## config.mk

```make
export PLATFORM = sky130hd
export DESIGN_NAME = ddr_line_master
export DESIGN_NICKNAME = d
export VERILOG_FILES = /design/src/rtl/ddr_line_master.sv
export SDC_FILE = /design/constraint.sdc
export NUM_CORES = 1
export LEC_CHECK = 0
export ABC_AREA = 0
export BUFFER_PORTS_ARGS = -buffer_cell sky130_fd_sc_hd__buf_2
export CAP_MARGIN = 15
export CELL_PAD_IN_SITES_DETAIL_PLACEMENT = 1
export CELL_PAD_IN_SITES_GLOBAL_PLACEMENT = 1
export CORE_MARGIN = 1.5
export CORE_UTILIZATION = 40
export CTS_CLUSTER_SIZE = 12
export DETAILED_ROUTE_END_ITERATION = 6
export GPL_TIMING_DRIVEN = 0
export PLACE_DENSITY = 0.75
export REMOVE_ABC_BUFFERS = 1
export SYNTH_ARGS = -nofsm -noshare
export SYNTH_HDL_FRONTEND = slang
export SYNTH_SLANG_ARGS = --single-unit
```

## constraint.sdc

```tcl
create_clock -name clk -period 3.8 [get_ports clk]
set_clock_uncertainty 0.1 [all_clocks]
set_input_delay 0.19 -clock clk [delete_from_list [all_inputs] [get_ports clk]]
set_output_delay 0.19 -clock clk [all_outputs]
set_load 0.02 [all_outputs]
```

## src/rtl/ddr_line_master.sv

```systemverilog
// ddr_line_master: moves one cache line (1..LINE_WORDS 32-bit words) between a
// local flop line buffer and the DDR controller's AXI4-style arw/w/b/r user port.
// The client fills or drains the buffer while idle, then issues one request.
module ddr_line_master #(
  parameter int ADDR_BITS  = 27,
  parameter int LINE_WORDS = 8,
  parameter int LEN_BITS   = 3,
  parameter int TIMEOUT    = 1023
) (
  input  logic                 clk,
  input  logic                 reset_n,
  // client request
  input  logic                 req_valid,
  output logic                 req_ready,
  input  logic                 req_write,
  input  logic [ADDR_BITS-1:0] req_addr,
  input  logic [LEN_BITS-1:0]  req_len,
  input  logic                 req_id,
  output logic                 done,
  output logic                 err,
  output logic                 hang,
  // client buffer access
  input  logic                 buf_we,
  input  logic [LEN_BITS-1:0]  buf_waddr,
  input  logic [31:0]          buf_wdata,
  input  logic [LEN_BITS-1:0]  buf_raddr,
  output logic [31:0]          buf_rdata,
  // controller address channel
  output logic                 arw_valid,
  input  logic                 arw_ready,
  output logic [ADDR_BITS-1:0] arw_addr,
  output logic [7:0]           arw_len,
  output logic                 arw_write,
  output logic                 arw_id,
  // controller write data channel
  output logic                 wvalid,
  input  logic                 wready,
  output logic                 wlast,
  output logic [31:0]          wdata,
  // controller write response channel
  input  logic                 bvalid,
  output logic                 bready,
  input  logic                 bid,
  // controller read data channel
  input  logic                 rvalid,
  output logic                 rready,
  input  logic                 rlast,
  input  logic [31:0]          rdata,
  input  logic                 rid
);

  typedef enum logic [2:0] {
    S_IDLE, S_ADDR, S_WDATA, S_WRESP, S_RDATA, S_DONE
  } state_t;

  // Word-aligned byte address: the two lowest address bits never reach the controller.
  localparam logic [ADDR_BITS-1:0] ADDR_MASK = ~ADDR_BITS'(3);
  localparam logic [9:0]           TMO_MAX   = 10'(TIMEOUT);
  localparam logic [9:0]           TMO_LAST  = 10'(TIMEOUT - 1);

  state_t                state, state_next;
  logic [ADDR_BITS-1:0]  addr_q;
  logic [LEN_BITS-1:0]   len_q;
  logic                  write_q;
  logic                  id_q;
  logic [LEN_BITS-1:0]   idx;
  logic                  beat_len_seen;  // read beat number len already stored
  logic                  err_q;
  logic                  hang_q;
  logic [9:0]            tmo_cnt;
  logic [31:0]           line_buf [LINE_WORDS];

  logic idx_last, busy, any_hs;
  logic arw_hs, w_hs, b_hs, r_hs;
  logic eng_we, mem_we;
  logic [LEN_BITS-1:0] mem_waddr;
  logic [31:0]         mem_wdata;

  assign idx_last = (idx == len_q);
  assign arw_hs   = (state == S_ADDR)  && arw_ready;
  assign w_hs     = (state == S_WDATA) && wready;
  assign b_hs     = (state == S_WRESP) && bvalid;
  assign r_hs     = (state == S_RDATA) && rvalid;
  assign any_hs   = arw_hs || w_hs || b_hs || r_hs;
  assign busy     = (state == S_ADDR) || (state == S_WDATA) ||
                    (state == S_WRESP) || (state == S_RDATA);

  // State register.
  // NOTE: sequential state uses non-blocking (<=) so every flop samples pre-edge values.
  always_ff @(posedge clk or negedge reset_n) begin
    if (!reset_n) state <= S_IDLE;
    else          state <= state_next;
  end

  // Next-state decode: one burst per request, never abandoned once started.
  // NOTE: state_next gets a default before the case so no path infers a latch.
  always_comb begin
    state_next = state;
    unique case (state)
      S_IDLE:  if (req_valid) state_next = S_ADDR;
      S_ADDR:  if (arw_ready) state_next = write_q ? S_WDATA : S_RDATA;
      S_WDATA: if (wready && idx_last) state_next = S_WRESP;
      S_WRESP: if (bvalid) state_next = S_DONE;
      S_RDATA: if (rvalid && rlast) state_next = S_DONE;
      S_DONE:  state_next = S_IDLE;
      default: state_next = S_IDLE;
    endcase
  end

  // Handshake strobes driven purely from the current state.
  always_comb begin
    req_ready = 1'b0;
    arw_valid = 1'b0;
    wvalid    = 1'b0;
    bready    = 1'b0;
    rready    = 1'b0;
    done      = 1'b0;
    unique case (state)
      S_IDLE:  req_ready = 1'b1;
      S_ADDR:  arw_valid = 1'b1;
      S_WDATA: wvalid    = 1'b1;
      S_WRESP: bready    = 1'b1;
      S_RDATA: rready    = 1'b1;  // controller ignores backpressure
      S_DONE:  done      = 1'b1;
      default: ;
    endcase
  end

  // Request latch, beat index and protocol error tracking.
  always_ff @(posedge clk or negedge reset_n) begin
    if (!reset_n) begin
      addr_q        <= '0;
      len_q         <= '0;
      write_q       <= 1'b0;
      id_q          <= 1'b0;
      idx           <= '0;
      beat_len_seen <= 1'b0;
      err_q         <= 1'b0;
    end else begin
      unique case (state)
        S_IDLE: begin
          if (req_valid) begin
            addr_q        <= req_addr & ADDR_MASK;
            len_q         <= req_len;
            write_q       <= req_write;
            id_q          <= req_id;
            idx           <= '0;
            beat_len_seen <= 1'b0;
            err_q         <= 1'b0;
          end
        end
        S_WDATA: begin
          if (wready && !idx_last) idx <= idx + LEN_BITS'(1);
        end
        S_WRESP: begin
          if (bvalid && (bid != id_q)) err_q <= 1'b1;
        end
        S_RDATA: begin
          if (rvalid) begin
            // Beats past len are dropped and flagged; idx stays parked at len.
            if (beat_len_seen)  err_q         <= 1'b1;
            else if (idx_last)  beat_len_seen <= 1'b1;
            else                idx           <= idx + LEN_BITS'(1);
            if (rid != id_q)          err_q <= 1'b1;
            if (rlast && !idx_last)   err_q <= 1'b1;
          end
        end
        default: ;
      endcase
    end
  end

  // Handshake watchdog: counts stalled cycles, raises a sticky hang flag.
  always_ff @(posedge clk or negedge reset_n) begin
    if (!reset_n) begin
      tmo_cnt <= '0;
      hang_q  <= 1'b0;
    end else if (!busy || any_hs || (state_next != state)) begin
      tmo_cnt <= '0;
    end else if (tmo_cnt != TMO_MAX) begin
      tmo_cnt <= tmo_cnt + 10'd1;
      if (tmo_cnt == TMO_LAST) hang_q <= 1'b1;
    end
  end

  // Buffer write port: the read engine owns it during RDATA, the client only in IDLE.
  assign eng_we    = r_hs && !beat_len_seen;
  assign mem_we    = eng_we || ((state == S_IDLE) && buf_we);
  assign mem_waddr = eng_we ? idx   : buf_waddr;
  assign mem_wdata = eng_we ? rdata : buf_wdata;

  // Line buffer storage.
  // NOTE: the buffer array has no reset; its contents survive reset and are
  // always written by the client or the read engine before being used.
  always_ff @(posedge clk) begin
    if (mem_we) line_buf[mem_waddr] <= mem_wdata;
  end

  assign buf_rdata = line_buf[buf_raddr];
  assign wdata     = line_buf[idx];
  assign wlast     = idx_last;
  assign arw_addr  = addr_q;
  assign arw_len   = 8'(len_q);
  assign arw_write = write_q;
  assign arw_id    = id_q;
  assign err       = err_q;
  assign hang      = hang_q;

endmodule

```

# --- After elaboration in Yosys (flattened, before gate mapping) ---
# Memories as Yosys holds them, arrays and structs flattened.
# Index checks and enable logic that the tools add are counted.
word_totals:
  in_bits: 113
  elab_cells: 101
  n_memories: 1
  reg_bits: 49
  out_inout_bits: 110
  ram_bits: 256
mem_list:
  columns: ["memory", "words", "width", "rd", "rd_ports_with_merged_regs", "wr", "line", "rtl"]
  rows:
  - ["line_buf", 8, 32, 2, 0, 1, "71", "logic [31:0] line_buf [LINE_WORDS];"]
op_classes:
  addsub: 2
  mux: 36
  reduce_logical: 33
  n_eq_ne: 18
  bitwise: 1
op_table:
  columns: ["cell", "count"]
  rows:
  - ["3-bit two-way mux", 12]
  - ["32-bit two-way mux", 1]
  - ["10-bit two-way mux", 2]
  - ["1-bit two-way mux", 17]
  - ["3-bit one-hot mux with 5 select lines", 1]
  - ["1-bit logical AND", 11]
  - ["10-bit by 1-bit adder with 10-bit output, second input constant", 1]
  - ["10-bit == test, second input constant", 1]
  - ["10-bit != test, second input constant", 1]
  - ["1-bit logical OR", 9]
  - ["3-bit one-hot mux with 3 select lines", 1]
  - ["2-bit != test, second input constant", 4]
  - ["3-bit by 2-bit == test with 1-bit output, second input constant", 2]
  - ["3-bit == test, second input constant", 2]
  - ["3-bit AND reduction", 2]
  - ["6-bit AND reduction", 1]
  - ["3-bit nonzero test", 2]
  - ["5-bit AND reduction", 1]
  - ["2-bit by 1-bit != test with 1-bit output, second input constant", 2]
  - ["4-bit by 2-bit != test with 1-bit output, second input constant", 1]
  - ["2-bit nonzero test", 2]
  - ["3-bit by 1-bit adder with 3-bit output, second input constant", 1]
  - ["3-bit by 1-bit == test with 1-bit output, second input constant", 1]
  - ["3-bit == test", 1]
  - ["other kinds (8)", 11]

# --- Logic depth before layout (Yosys ltp) ---
# Gate-level depths: netlist (run 1).
depth:
  word_depth: 9
  ltp_mapped: 8

# --- Worst setup path before layout (run 1) ---
# No wires, ideal clock.
synth_timing:
  path_type: "reg2reg"
  startpoint: "reg state[2]"
  endpoint: "mem line_buf[2][0], enable pin"
  path_slack_ns: 0.288
  arrival_ns: 2.991
  stages_incl_launch_ff: 7
  period_less_slack_ns: 3.512
  cell_sequence: "dfrtp_1 buf_4 buf_2 nor3_1 nand2_1 o22a_1 nor2_1"
synth_between:
  elab_chain_cells: 6
  word_cells_on_any_way: 9
  cone_classes: "1 x eq/ne; 3 x mux; 5 x reduce/logical"
synth_rtl:
  columns: ["item", "line", "rtl"]
  rows:
  - ["start, declared", "61", "state_t state, state_next;"]
  - ["start signal, assigned", "92", "else state <= state_next;"]
  - ["3-bit == test", "83", "assign r_hs = (state == S_RDATA) && rvalid;"]
  - ["1-bit logical AND", "83", null]
  - ["1-bit logical AND", "187", "assign eng_we = r_hs && !beat_len_seen;"]
  - ["1-bit logical OR", "188", "assign mem_we = eng_we || ((state == S_IDLE) && buf_we);"]
  - ["1-bit two-way mux", "196", "if (mem_we) line_buf[mem_waddr] <= mem_wdata;"]
  - ["1-bit two-way mux (implied by the code)", "196", null]
  - ["end, declared", "71", null]
# Several ways; a longest one is shown, not always the timed one.

# --- Final worst setup path (run 1) ---
layout_timing:
  startpoint: "reg state[2]"
  endpoint: "mem line_buf[6][5], enable pin"
# The elaborated chain is that of the path after synthesis.

==> impl_metrics.py, run 1 <==
metrics = {
    "clock_network": {
        "cts_root_buf": "clkbuf_16",
        "clk_pin_slew_ns": 0.06,
        "clk_path_buf_depth": 3,
        "cts_tree": "built",
        "cts_buffers": 34,
        "cts.sinks": 305,
        "cts.htree.levels": 2,
        "clk_latency_ns": 0.51,
    },
    "grt": {
        "first_global_vias": 9610,
        "grt_max_degree": 50,
        "grtUsageTotal_pct": 20.8,
        "antenna_found_initial": 0,
        "grt_pass1_wl_um": 57000,
        "met1_usage_pct": 26.0,
        "busiest_layer": "met2",
        "grt_overflow_total": 0,
        "globalRouteMet2Util_pct": 36.3,
        "grtUsageMet3_pct": 4.43,
    },
    "sta": {
        "finalCritPeriodShare_pct": 92.7,
        "slew_violations": 0,
        "finalCriticalPeriod_ns": 3.52,
        "setup_violations": 0,
        "hold_viol": 0,
        "fin_tns_setup_ns": 0,
        "relSlewSlack_pct": 26.4,
        "fmax_ghz": 0.284,
        "tightest_slew_ns": 1.10,
        "hold_slack_ns": 0.0173,
        "rsz0062_at_grt": "false",
    },
    "finish": {
        "final_nets": 1196,
        "fin_util_pct": 49.6,
        "final_cell_area_um2": 17600,
        "area_growth_pct": 22.2,
        "antenna_cells": 0,
        "drive_gt1_share_pct": 44.3,
    },
    "drt": {
        "drc": 0,
        "via_per_inst": 5.58,
        "wl_per_cell_um": 24.4,
        "routed-via-count": 8722,
        "drt_iter0_drc": 595,
        "drt-pass1-iter-count": 5,
        "routed_wl_um": 38100,
        "antenna_left": 0,
    },
    "yosys": {
        "async_flop_share_pct": 16.1,
        "synthFlopType": "edfxtp_1",
        "synth_edf_count": 256,
        "yosysSeqAreaShare_pct": 61.7,
        "post_synth.cell_area_avg_um2": 17.5,
        "synth_area_um2": 14400,
        "syn_inst": 827,
        "ys_ff_latch": 305,
        "yosysWarnings": 0,
        "yosys.cell_types.count": 59,
    },
    "setup_path": {
        "path_max_fanout": 36,
        "setup.worst_path.class": "flop to flop",
        "slowest_delay_ns": 0.68,
        "path_cells": "or3b_4 -> clkinv_2 -> and2_4 -> a31oi_1 -> nor2_4 -> buf_12",
        "cp-start-kind": "flop",
        "crit_buf_inv": 2,
        "worstPathArrival_ns": 3.63,
        "cp-end-kind": "flop",
        "required_ns": 3.90,
        "path_delay_family": "simple AND/OR/NAND/NOR gates",
        "crit_slowest_cell": "dfrtp_1",
    },
    "placement": {
        "postPlaceCellArea_um2": 16200,
        "port_buffers": 213,
        "dpl.hpwl_um": 22900,
        "routabilityCongestion": 0.744,
    },
    "die": {
        "rows": 69,
        "start_util_pct": 40.6,
        "die_y_um": 193,
        "die_x_um": 193,
        "core_um2": 35600,
        "die-area_um2": 37300,
        "ios": 223,
    },
    "power_and_ir_drop": {
        "power_leakage_nw": 6.34,
        "peakVddDrop_mv": 0.468,
        "power-per-cell-area_nw_per_um2": 635,
        "total_power_mw": 11.2,
    },
    "job": {
        "maxCapViolations": 0,
    },
    "outcome": {
        "status": "completed",
    },
    "hold_path": {
        "hold_path_class": "input port to flop",
    },
}
## timing repair
| action | CTS | global route |
|---|---|---|
| gates resized for setup | 0 | 0 |
| buffers inserted | 0 | 0 |
| hold buffers | 47 | 0 |
| hold endpoints to repair | 100 | 0 |
## final cells by class
| type | instances | area (um^2) |
|---|---|---|
| fillers | 3408 | 17900 |
| flip-flops and latches | 305 | 8920 |
| multi-input cells | 452 | 5230 |
| repair buffers | 275 | 1870 |
| clock buffers | 48 | 933 |
| well taps | 461 | 577 |
| clock inverters | 11 | 71.3 |
| inverters | 12 | 47.5 |
## cells in the mapped netlist, types with 4 or more instances
| cell type | instances | area share (%) |
|---|---|---|
| mux2_1 | 26 | 2.0 |
| o21ai_0 | 7 | 0.24 |
| buf_2 | 22 | 0.76 |
| nor3_1 | 5 | 0.17 |
| nand2_1 | 105 | 2.7 |
| buf_4 | 11 | 0.57 |
| inv_1 | 10 | 0.26 |
| and3_1 | 5 | 0.22 |
| mux4_2 | 128 | 20 |
| nand4_1 | 7 | 0.30 |
| buf_1 | 4 | 0.10 |
| mux2_2 | 69 | 5.4 |
| dfrtp_1 | 49 | 8.5 |
| a21oi_1 | 10 | 0.35 |
| xor2_1 | 7 | 0.42 |
| nor2_1 | 20 | 0.52 |
| a211oi_1 | 4 | 0.21 |
| a31oi_1 | 5 | 0.22 |
| edfxtp_1 | 256 | 53 |
| clkbuf_1 | 22 | 0.57 |
## power breakdown
| group | internal, mW | switching, mW | leakage, nW |
|---|---|---|---|
| clock network | 1.72 | 1.28 | 0.488 |
| registers | 4.11 | 0.439 | 2.92 |
| logic | 1.64 | 2.02 | 2.94 |
## logic make-up after synthesis
logic type / synth area share (%)
muxes: 27.6
adders and majority gates: 0.260
other: 0.0260
and+or+nand+nor: 4.90
DFF: 61.7
buffers and inverters: 2.70
AOI/OAI and AO/OA: 2.30
xor gates and xnor gates: 0.546
## registers in the layout, indices dropped and copies added, names as in the netlist
| signal | flops |
|---|---|
| arw_write | 1 |
| len_q | 3 |
| line_buf | 256 |
| idx | 3 |
| beat_len_seen | 1 |
| tmo_cnt | 10 |
| err | 1 |
| state | 3 |
| arw_id | 1 |
| hang | 1 |
| arw_addr | 25 |
## worst register-to-register path: stages (launching register included)
cell and delay [ns]:
dfrtp_1 0.68, or3b_4 0.49, clkinv_2 0.10, and2_4 0.58, a31oi_1 0.34, nor2_4 0.62
buf_12 0.29
## per-stage QoR
step | worst slack, ns | instances
2_1_floorplan | -1.05 | 769
3_3_place_gp | -4.30 | 1443
5_1_grt | 0.0771 | 1564
6_report | 0.276 | 1564
4_1_cts | 0.218 | 1563
3_5_place_dp | 0.251 | 1457
## cells in the final DEF, fill, tap and decap left out, types with 5 or more instances in the layout
cell type	instances
a21oi_1	10
a31oi_1	5
and3_1	5
buf_12	11
buf_2	211
clkbuf_1	11
clkbuf_16	34
clkinv_2	5
conb_1	7
dfrtp_1	46
dlygate4sd3_1	47
edfxtp_1	256
inv_1	10
mux2_1	26
mux2_2	69
mux4_2	128
nand2_1	105
nand4_1	7
nor2_1	12
nor2_4	8
nor3_1	5
o21ai_0	7
xor2_1	7
## per-layer routing
layer	part of all wire (%)	wire, um
met5	0	0
met4	2.4	925
met3	6.2	2360
met2	51	19600
met1	40	15300
## path summary, 6_finish.rpt
kind | from | end | slack (ns) | cells past startpoint
max in group asynchronous | reset_n | arw_addr[19] | 2.89 | 3
min in group asynchronous | reset_n | arw_addr[21] | 0.16 | 2
min reg2reg | hang | hang | 0.38 | 1
min | rdata[3] | line_buf[0][3] | 0.02 | 2
max reg2reg | state[2] | line_buf[6][5] | 0.28 | 6
max | state[2] | line_buf[6][5] | 0.28 | 6
Note: power is estimated with default switching activity, not from simulation.
==> run 2, diff against run 1 <==
--- a/config.mk
+++ b/config.mk
@@ -5,7 +5,7 @@
 export SDC_FILE = /design/constraint.sdc
 export NUM_CORES = 1
 export LEC_CHECK = 0
-export ABC_AREA = 0
+export ABC_AREA = 1
 export BUFFER_PORTS_ARGS = -buffer_cell sky130_fd_sc_hd__buf_2
 export CAP_MARGIN = 15
 export CELL_PAD_IN_SITES_DETAIL_PLACEMENT = 1
@@ -15,7 +15,7 @@
 export CTS_CLUSTER_SIZE = 12
 export DETAILED_ROUTE_END_ITERATION = 6
 export GPL_TIMING_DRIVEN = 0
-export PLACE_DENSITY = 0.75
+export PLACE_DENSITY = 0.81
 export REMOVE_ABC_BUFFERS = 1
 export SYNTH_ARGS = -nofsm -noshare
 export SYNTH_HDL_FRONTEND = slang
==> run 2 against run 1 <==
  * Core utilization is 0.36 points lower
  * First-iteration DRC count is 19% higher
  * Area after synthesis is 3.0% higher
  * Combinational power is 13% lower
  * Register-to-register slack worse by 0.06 ns
  * Die area is 3.0% higher
==> impl_metrics.py, run 2 <==
metrics = {
    "setup_path": {
        "cp-start-kind": "flop",
        "setup.worst_path.class": "flop to flop",
        "required_ns": 3.91,
        "startpoint": "idx[1]",
        "path_max_fanout": 54,
        "worstPathArrival_ns": 3.69,
        "timing.rr.start": "idx[1]",
        "cp-end-kind": "flop",
    },
    "job": {
        "maxCapViolations": 0,
    },
    "power_and_ir_drop": {
        "power_frac_clock_pct": 30.6,
        "total_power_mw": 10.9,
        "power_frac_comb_pct": 29.2,
        "internal_power_mw": 7.04,
        "seq_power_share_pct": 40.2,
        "switching_share_pct": 35.5,
        "power_leakage_nw": 7.11,
        "peakVddDrop_mv": 0.380,
        "power.net_switching_mw": 3.87,
        "power-per-cell-area_nw_per_um2": 605,
    },
    "placement": {
        "dpl.hpwl_um": 27700,
        "place_ws_ns": 0.0414,
        "port_buffers": 213,
        "routabilityCongestion": 0.793,
    },
    "drt": {
        "via_per_inst": 5.58,
        "met2RoutedLength_um": 23500,
        "wl_met3_um": 2720,
        "dr.max_layer_used": "met5",
        "wl_per_cell_um": 20.7,
        "drt_iter0_drc": 706,
        "drc": 0,
        "antenna_left": 0,
        "routed-via-count": 12700,
        "routed_wl_um": 46900,
        "met1_length_um": 19500,
        "drt-pass1-iter-count": 4,
    },
    "grt": {
        "first_global_vias": 13600,
        "grt_max_degree": 141,
        "grt_pass1_wl_um": 72000,
        "antenna_found_initial": 1,
        "grt_overflow_total": 0,
        "grtUsageTotal_pct": 24.2,
    },
    "yosys": {
        "synth-simple-area-share_pct": 12.7,
        "yosys-top-cells-count": "nand2_1 (330), edfxtp_1 (256), o21ai_0 (202)",
        "synthFlopType": "edfxtp_1",
        "post_synth.cell_area_avg_um2": 9.43,
        "ys_ff_latch": 305,
        "synthMuxAreaShare_pct": 0,
        "yosys.cell_types.count": 34,
        "synthAdderAreaFrac_pct": 0.252,
        "synthXorXnorAreaFrac_pct": 0.471,
        "syn_inst": 1579,
        "synthTopCellsByArea": "edfxtp_1 (52%), nand2_1 (8.3%), dfrtp_1 (8.2%)",
        "synth_edf_count": 256,
        "yosysWarnings": 0,
        "yosysSeqAreaShare_pct": 59.9,
        "async_flop_share_pct": 16.1,
        "synth_top_area_share_pct": 51.6,
        "synth_area_um2": 14900,
        "synth_compound_area_share_pct": 19.9,
        "netlist.top_cell.by_area": "edfxtp_1",
        "synth.most_common_cell": "nand2_1",
        "synth_top_family_by_area": "compound AO/OA/AOI/OAI gates",
    },
    "clock_network": {
        "cts_post_setup_buffers_inserted": 0,
        "cts_buffers": 35,
        "clk_latency_ns": 0.51,
        "cts_root_buf": "clkbuf_16",
        "cts.sinks": 305,
        "clk_pin_slew_ns": 0.06,
        "cts.htree.levels": 2,
        "cts_tree": "built",
        "clk_path_buf_depth": 3,
    },
    "die": {
        "core_um2": 36600,
        "die_y_um": 196,
        "start_util_pct": 40.7,
        "die_x_um": 196,
        "die-area_um2": 38400,
        "rows": 70,
        "ios": 223,
    },
    "finish": {
        "layout_commonest_cell": "nand2_1",
        "area_growth_pct": 21.1,
        "fin_util_pct": 49.3,
        "mostFrequentLayoutCells": "nand2_1 (329), edfxtp_1 (256), buf_2 (211)",
        "antenna_cells": 0,
        "fillers": 4115,
        "largest_reg_flops": 256,
        "drive_gt1_share_pct": 17.7,
        "multi_input_area_um2": 5050,
        "seq_area_um2": 8920,
        "final_nets": 1892,
        "largest-register": "line_buf",
    },
    "outcome": {
        "status": "completed",
    },
    "sta": {
        "finalCriticalPeriod_ns": 3.58,
        "rsz0062_at_grt": "false",
        "finalCritPeriodShare_pct": 94.3,
        "tightest_slew_ns": 1.03,
        "hold_slack_ns": 0.0218,
        "setup_violations": 0,
        "relSlewSlack_pct": 31.1,
        "worst_slack_ns": 0.216,
        "slew_violations": 0,
        "hold_viol": 0,
        "fmax_ghz": 0.279,
    },
    "hold_path": {
        "hp-start": "buf_wdata[1]",
        "hold_path_class": "input port to flop",
    },
}
[run 2: repair_timing]
action | 4_1_cts | 5_1_grt
hold endpoints to repair | 93 | 6
resized for setup | 0 | 2
setup endpoints to repair | 0 | 12
hold buffers | 39 | 1
[run 2: cell type report]
type | count | share of cell area, %
multi-input cells | 1036 | 28.0
flip-flops and latches | 305 | 49.5
clock inverters | 13 | 0.839
inverters | 128 | 2.69
repair buffers | 270 | 10.3
well taps | 468 | 3.25
clock buffers | 50 | 5.45
[run 2: power by group through the flow]
stage               registers [mW]  logic [mW]  clock network, mW
global route                  4.43        3.48               3.52
finish                        4.39        3.19               3.33
floorplan                     4.60        1.62                  0
global placement              4.55        2.81                  0
CTS                           4.37        3.16               3.40
detailed placement            4.43        3.10                  0
[run 2: critical path, cell delays in order (launching register included)]
cell     delay (ns)
dfrtp_4        0.71
buf_16         0.32
inv_2          0.71
nand2_1        0.19
o21ai_2        0.14
nand2_1        0.17
nor2_4         0.69
buf_16         0.24
[run 2: logic make-up after synthesis]
group                    after synthesis
AND/OR/NAND/NOR                      478
adder cells (fa/ha/maj)                3
other                                  1
flip-flops                           305
XOR/XNOR                               8
buffers and inverters                244
AO/OA/AOI/OAI                        540
[run 2: final timing paths]
check	to	slack [ns]	cells past startpoint
setup / recovery	line_buf[4][14]	0.22	7
hold / removal	line_buf[3][1]	0.02	3
setup reg to reg	line_buf[4][14]	0.22	7
hold reg to reg	arw_addr[25]	0.39	2
max in group asynchronous	idx[1]	2.53	4
min in group asynchronous	arw_addr[20]	0.53	3
[run 2: stage by stage]
step | setup TNS, ns | std cells | area [um^2]
floorplan | -533.61 | 1469 | 14400
global placement | -1888.57 | 2150 | 16000
detailed placement | 0 | 2165 | 16500
CTS | 0 | 2267 | 18000
global route | 0 | 2270 | 18000
finish | 0 | 2270 | 18000
[run 2: layer usage]
layer  GRT usage [%]  vias to the layer above
met5               0                        -
met4            7.83                        2
met3            4.47                       88
met2            43.4                      401
met1            29.2                     6280
li1                -                     5897
